## config.mk

```make
export PLATFORM = sky130hd
export DESIGN_NAME = mul_seq_ctrl
export DESIGN_NICKNAME = d
export VERILOG_FILES = /design/src/rtl/mul_seq_pkg.sv /design/src/rtl/mul_seq_pp.sv /design/src/rtl/mul_seq_ctrl.sv
export SDC_FILE = /design/constraint.sdc
export NUM_CORES = 1
export LEC_CHECK = 0
export CAP_MARGIN = 10
export CORE_UTILIZATION = 35
export DETAILED_ROUTE_END_ITERATION = 10
export GPL_TIMING_DRIVEN = 1
export PLACE_DENSITY_LB_ADDON = 0.3
export SKIP_CTS_REPAIR_TIMING = 1
export SLEW_MARGIN = 20
export SYNTH_ARGS = -nofsm -noshare
export SYNTH_HDL_FRONTEND = slang
export SYNTH_HIERARCHICAL = 1
export SYNTH_SLANG_ARGS = --single-unit
```

## constraint.sdc

```tcl
create_clock -name clk -period 25.3 [get_ports clk]
set_input_delay 5.06 -clock clk [delete_from_list [all_inputs] [get_ports clk]]
set_output_delay 5.06 -clock clk [all_outputs]
set_load 0.01 [all_outputs]
```

## src/rtl/mul_seq_pkg.sv

```systemverilog
// mul_seq_pkg: state encoding and step count shared by the sequential multiplier.
package mul_seq_pkg;
  typedef enum logic [1:0] {IDLE, MUL, DONE} state_t;
  localparam int NUM_STEPS = 4;
endpackage

```

## src/rtl/mul_seq_pp.sv

```systemverilog
// mul_seq_pp: combinational unsigned HxH->2H multiplier, kept standalone to map onto one DSP slice.
module mul_seq_pp #(
  parameter int H = 16
) (
  input  logic [H-1:0]   x,
  input  logic [H-1:0]   y,
  output logic [2*H-1:0] p
);
  assign p = {{H{1'b0}}, x} * {{H{1'b0}}, y};
endmodule

```

## src/rtl/mul_seq_ctrl.sv

```systemverilog
// mul_seq_ctrl: sequential WIDTHxWIDTH multiplier, four half-width partial products through one shared multiplier.
// Define MUL_SEQ_ZERO_SKIP_EN to finish a zero-operand multiply one cycle after acceptance.
module mul_seq_ctrl
  import mul_seq_pkg::*;
#(
  parameter int WIDTH = 32
) (
  input  logic               clk,
  input  logic               rst,
  input  logic               in_valid,
  output logic               in_ready,
  input  logic [WIDTH-1:0]   a,
  input  logic [WIDTH-1:0]   b,
  output logic               out_valid,
  input  logic               out_ready,
  output logic [2*WIDTH-1:0] out,
  output logic               busy
);
  localparam int H = WIDTH / 2;
  localparam logic [1:0] LAST = 2'(NUM_STEPS - 1);
  state_t             state;
  logic [1:0]         step;
  logic [WIDTH-1:0]   a_r, b_r;
  logic [2*WIDTH-1:0] acc, pp_sh;
  logic [H-1:0]       x, y;
  logic [WIDTH-1:0]   p;
  // step[0] picks the a half, step[1] the b half: lo*lo, hi*lo, lo*hi, hi*hi
  always_comb begin
    x = step[0] ? a_r[WIDTH-1:H] : a_r[H-1:0];
    y = step[1] ? b_r[WIDTH-1:H] : b_r[H-1:0];
    pp_sh = (step == LAST) ? {p, {WIDTH{1'b0}}} :
            (step == 2'd0) ? {{WIDTH{1'b0}}, p} : {{H{1'b0}}, p, {H{1'b0}}};
  end
  mul_seq_pp #(.H(H)) u_pp (.x(x), .y(y), .p(p));
  assign out = acc;
  always_ff @(posedge clk) begin
    if (rst) begin
      state     <= IDLE;
      step      <= 2'd0;
      a_r       <= '0;
      b_r       <= '0;
      acc       <= '0;
      in_ready  <= 1'b1;
      out_valid <= 1'b0;
      busy      <= 1'b0;
    end else begin
      case (state)
        IDLE: if (in_valid && in_ready) begin
          a_r      <= a;
          b_r      <= b;
          acc      <= '0;
          step     <= 2'd0;
          state    <= MUL;
          in_ready <= 1'b0;
          busy     <= 1'b1;
        end
        MUL:
`ifdef MUL_SEQ_ZERO_SKIP_EN
          if (a_r == '0 || b_r == '0) begin
            state     <= DONE;
            out_valid <= 1'b1;
          end else
`endif
          begin
            acc  <= acc + pp_sh;
            step <= step + 2'd1;
            if (step == LAST) begin
              state     <= DONE;
              out_valid <= 1'b1;
            end
          end
        DONE: if (out_ready) begin
          state     <= IDLE;
          out_valid <= 1'b0;
          in_ready  <= 1'b1;
          busy      <= 1'b0;
        end
        default: state <= IDLE;
      endcase
    end
  end
endmodule

```

After elaboration in Yosys (flattened, before gate mapping)

Index checks and enable logic that the tools add are counted.
W data, S select, Z words.

Register bits: 135
Input port bits: 68
Output and inout port bits: 67
Logic and storage cells: 48

Add/sub/neg operators: 2
Multiply operators: 1
Equal/unequal tests: 6
Muxes and demuxes: 20
Reduce and logical (&&, ||, !) cells: 11

Operators by type and width:

| operator              | number |
|---|---|
| $mux W64              | 2 |
| $pmux W64 S2          | 1 |
| $add A64 B64 Y64      | 1 |
| $mux W48              | 1 |
| $mul A16 B16 Y32      | 1 |
| $mux W16              | 2 |
| $reduce_and A3 Y1     | 3 |
| $mux W2               | 4 |
| $ne A2 B2 Y1 const B  | 3 |
| $pmux W1 S2           | 3 |
| $pmux W2 S3           | 1 |
| $reduce_bool A2 Y1    | 3 |
| $mux W1               | 5 |
| $eq A2 B2 Y1 const B  | 2 |
| $logic_not A2 Y1      | 2 |
| $pmux W2 S2           | 1 |
| $reduce_and A2 Y1     | 2 |
| $add A2 B1 Y2 const B | 1 |
| $eq A2 B1 Y1 const B  | 1 |
| $logic_and A1 B1 Y1   | 1 |

Logic depth before layout (Yosys ltp)

Depth in word-level cells: 6
Mapped depth: 39
Depth with buffers taken out: 34

Modules after synthesis

Netlist, hierarchy kept.

Modules (own cells, without submodules):

| module       | times used | cells an instance | area each (sq um) | sequential area each (sq um) |
|---|---|---|---|---|
| mul_seq_ctrl | 1          | 1,281             | 9,555.4           | 2,702.6 |
| mul_seq_pp   | 1          | 977               | 8,455.6           | 0.0 |

Worst setup path before layout

OpenSTA, ideal clock, no wires.

Path type: flip-flop to flip-flop
Start: reg step[0]
End: reg acc[63], in the netlist out[63]
Setup time: 0.133 ns
Arrival: 9.324 ns
Required time: 25.167 ns
Slack: 15.843 ns
Cell stages (with the launch flop): 35
Buffers on the path: 4
Clock period less this slack: 9.457 ns
Path through: dfxtp_1 -> clkbuf_1 -> clkbuf_1 -> mux2_2 -> clkbuf_1 -> nand2_1 -> fa_1 -> fa_1 -> fa_1 -> fa_1 -> inv_1 -> fa_1 -> inv_1 -> fa_1 -> inv_1 -> ha_1 -> o21a_1 -> a221oi_2 -> a21boi_2 -> o41ai_1 -> a221o_1 -> a311oi_1 -> nand2b_1 -> o21ai_0 -> ha_1 -> buf_2 -> nand4_1 -> or4_1 -> or4_1 -> o32a_1 -> nand4_1 -> a31oi_2 -> mux2i_1 -> o41ai_1 -> o31ai_1

Longest elaborated chain between the ends: 6
Elaborated cells on any way between the ends: 8
Classes of those cells: 1 x add/sub; 1 x mul; 1 x eq/ne; 4 x mux; 1 x reduce/logical

RTL lines:

| element                | RTL line           | source |
|---|---|---|
| from (decl)            | mul_seq_ctrl.sv:22 | `logic [1:0] step;` |
| from (signal assigned) | mul_seq_ctrl.sv:66 | `step <= step + 2'd1;` |
| $mux W16 (*)           | mul_seq_ctrl.sv:29 | `x = step[0] ? a_r[WIDTH-1:H] : a_r[H-1:0];` |
| net x[9]               | mul_seq_ctrl.sv:25 | `logic [H-1:0] x, y;` |
| $mul A16 B16 Y32 (*)   | mul_seq_pp.sv:9    | `assign p = {{H{1'b0}}, x} * {{H{1'b0}}, y};` |
| net p[29]              | mul_seq_ctrl.sv:26 | `logic [WIDTH-1:0] p;` |
| $mux W48               | mul_seq_ctrl.sv:32 | `(step == 2'd0) ? {{WIDTH{1'b0}}, p} : {{H{1'b0}}, p, {H{1'b0}}};` |
| $mux W64 (*)           | mul_seq_ctrl.sv:31 | `pp_sh = (step == LAST) ? {p, {WIDTH{1'b0}}} :` |
| $add A64 B64 Y64 (*)   | mul_seq_ctrl.sv:65 | `acc <= acc + pp_sh;` |
| $pmux W64 S2 (*)       | mul_seq_ctrl.sv:47 | `case (state)` |
| to (signal assigned)   | mul_seq_ctrl.sv:65 |  |
| to (decl)              | mul_seq_ctrl.sv:24 | `logic [2*WIDTH-1:0] acc, pp_sh;` |

The timed path passes the listed nets; every way through them passes the cells marked *.
A chain may end at the register's enable or synchronous reset.

Worst setup path in the final report

Same ends and word-level chain as after synthesis.

==> qor.yml <==
cap_violations: 0
synth_warnings: 6
grt.total_usage: 0.207
fp.dieW_um: 229
ant_nets: 0
outcome: "finished clean"
wl_per_cell_um: 18.2
antenna_found_initial: 0
crit_path_end: "out[63]$_SDFFE_PP0P_"
place.detailed.hpwl_um: 43500
synth_area_sq_um: 18000
cts.path.max_buffers: 2
vias: 15600
slowest_stage: "dfxtp_1"
dp.cells: 2948
dp_slack_ns: 14.69
viasPerCell: 5.23
synth_edf_count: 0
drc: 0
clock-sinks: 135
grt_pass1_wl_um: 85800
clock_latency_ns: 0.45
path_common_cell: "fa_1"
final-hold-violation-count: 0
ys_seq_area_frac: 0.150
path_clk_slew_ns: 0.06
drive_gt1_frac: 0.0429
routed_wl_um: 54100
grt_pass1_vias: 15500
cp_max_fo: 21
ys_ff_latch: 135
start_util: 0.357
slew_headroom: 0.374
die-area_sq_um: 52400
synth_top_area_cell: "fa_1"
port_buffers: 134
synth_top_area_share: 0.217
n_antenna_cell: 0
synth.avg_cell_area_sq_um: 7.98
cp.required_ns: 25.62
dr.pass1.iters: 6
gr-total-overflow: 0
critPathArrivalTime_ns: 10.92
fin_crit_sh: 0.419
synth.area.top_cells: "fa_1, dfxtp_1, ha_1, nand2_1, and2_1"
cts_tree: "yes"
syn2layout_area_growth_pct: 13.6
max_freq_ghz: 0.0943
nNetsFinal: 2730
cts_root_buf: "clkbuf_16"
holdWs_ns: 0.453
finalPower_mw: 0.704
syn_inst: 2258
startpoint_type: "register"
fp.dieH_um: 229
numCtsBuffers: 17
r2r_cells: 31
worst_slack_ns: 14.70
yosysUniqueCellTypes: 75
drt_iter0_markers: 1154
gp_congestion: 0.909
fin_crit_ns: 10.60
drv_slew: 0
p_per_area_nw_per_um2: 34.4
row_count: 82
ios: 135
stdcell_count: 2980
cp-startpoint: "step[0]$_SDFFE_PP0P_"
skew_ns: 0.0122
grt_max_degree: 83
crit_type: "reg -> reg"
rsz0062_at_grt: "no"
hp-class: "reg -> reg"
r2r_end: "out[63]$_SDFFE_PP0P_"
final.setup.tns_ns: 0
worst_slew_pin_slew_ns: 0.937
timing.rr.start: "step[0]$_SDFFE_PP0P_"
htree_levels: 4
vdd_drop_max_v: 0.0000488
slowest_delay_ns: 0.93
reg2reg_slack_ns: 14.70
leakage_nw: 9.64
core_sq_um: 50500
setup_viol: 0
postSynth.asyncResetShare: 0
synthesis.nets: 2693
endpoint_kind: "register"
synth-main-ff-cell: "dfxtp_1"
## cell type report
cell class,instances,area (sq um)
Multi-Input combinational cell,1749,13900
Clock buffer,21,450
Fill cell,5179,30000
Sequential cell,135,2700
Inverter,248,931
Tap cell,672,841
Timing Repair Buffer,144,1410
Clock inverter,11,220
## where the power goes
part / switching (mW) / internal (mW)
registers: 0.00827 / 0.222
clock network: 0.101 / 0.188
logic: 0.119 / 0.0660
total: 0.229 / 0.476
## kinds of logic after synthesis
kind of cell             after synthesis  synth area share
adder cells (fa/ha/maj)              367             0.336
XOR/XNOR                              84            0.0408
flip-flops                           135             0.150
buffers and inverters                374            0.0789
AND/OR/NAND/NOR                      795             0.209
multiplexers                          51            0.0306
AO/OA/AOI/OAI                        452             0.155
## worst min-delay path by stage
stage	slack [ns]	start	to	depth (start not counted)
after floorplan	0.43	a_r[16]$_SDFFE_PP0P_	a_r[16]$_SDFFE_PP0P_	2
after CTS	0.45	b_r[0]$_SDFFE_PP0P_	b_r[0]$_SDFFE_PP0P_	2
after global routing	0.48	a_r[26]$_SDFFE_PP0P_	a_r[26]$_SDFFE_PP0P_	2
after global placement	0.45	b_r[0]$_SDFFE_PP0P_	b_r[0]$_SDFFE_PP0P_	2
final	0.45	b_r[0]$_SDFFE_PP0P_	b_r[0]$_SDFFE_PP0P_	2
after detailed placement	0.44	b_r[0]$_SDFFE_PP0P_	b_r[0]$_SDFFE_PP0P_	2
## cell usage after synthesis, types with 4 or more instances
library cell  number
nor2_1            68
ha_1             172
xor2_1            36
o21a_1             6
a31oi_1           20
nor2b_1           13
mux2_2            33
and2_1           157
a21o_1            62
o21ai_1           13
inv_1            248
and3_1            15
buf_2              5
fa_1             195
buf_1              9
a21boi_0           4
o211ai_1           7
a21oi_1          180
o31ai_1            4
a221o_1            4
nand2b_1          24
a211oi_1           6
xnor2_1           48
dfxtp_1          135
nand2_1          398
nand4_1           29
o21ai_0           82
o21bai_1          14
or3_1              7
nand3_1           51
mux2i_1           18
nor3_1            18
clkbuf_1         109
## worst max-delay path: cells and delay by family, from the launching register on
kind            cells  cell delay, ns
fa+ha+maj           8            3.73
simple gates        7            1.70
compound gates     10            3.17
buf+inv             4            0.21
flops               1            0.93
mux                 2            0.71
## state kept, by name (all words and copies together) (netlist names)
register	count
busy	1
b_r	32
step	2
out_valid	1
in_ready	1
a_r	32
out	64
state	2
## through the flow
stage / util / cell area [sq um]
final: 0.405 / 20500
after global routing: 0.405 / 20500
after CTS: 0.405 / 20500
after detailed placement: 0.392 / 19800
after global placement: 0.392 / 19800
after floorplan: - / 18000
## cells in the final DEF (no fill, tap or decap), types with 7 or more instances in the layout
master,netlist,layout
xnor2_1,48,48
nand4_1,29,29
ha_1,172,171
nor2_1,68,68
nand2_1,398,398
mux2i_1,18,18
o21bai_1,14,14
nand3_1,51,51
mux2_2,33,33
clkbuf_16,0,17
o21ai_0,82,82
clkdlybuf4s50_1,0,133
inv_1,248,248
a21oi_1,180,180
buf_4,3,11
fa_1,195,195
o211ai_1,7,7
nor2b_1,13,12
nor3_1,18,16
dfxtp_1,135,135
and2_1,157,157
and3_1,15,15
o21ai_1,13,13
xor2_1,36,36
a31oi_1,20,20
a21o_1,62,62
nand2b_1,24,24
## per-layer routing
metal | GRT usage | part of all wire | wire length (um) | vias up
li1 | - | - | - | 7503
met1 | 0.294 | 0.48 | 25800 | 7650
met2 | 0.329 | 0.46 | 24700 | 396
met3 | 0.0281 | 0.047 | 2540 | 45
met4 | 0.0519 | 0.019 | 1010 | 0
met5 | 0 | 0 | 0 | -
(Power assumes the default switching activity.)
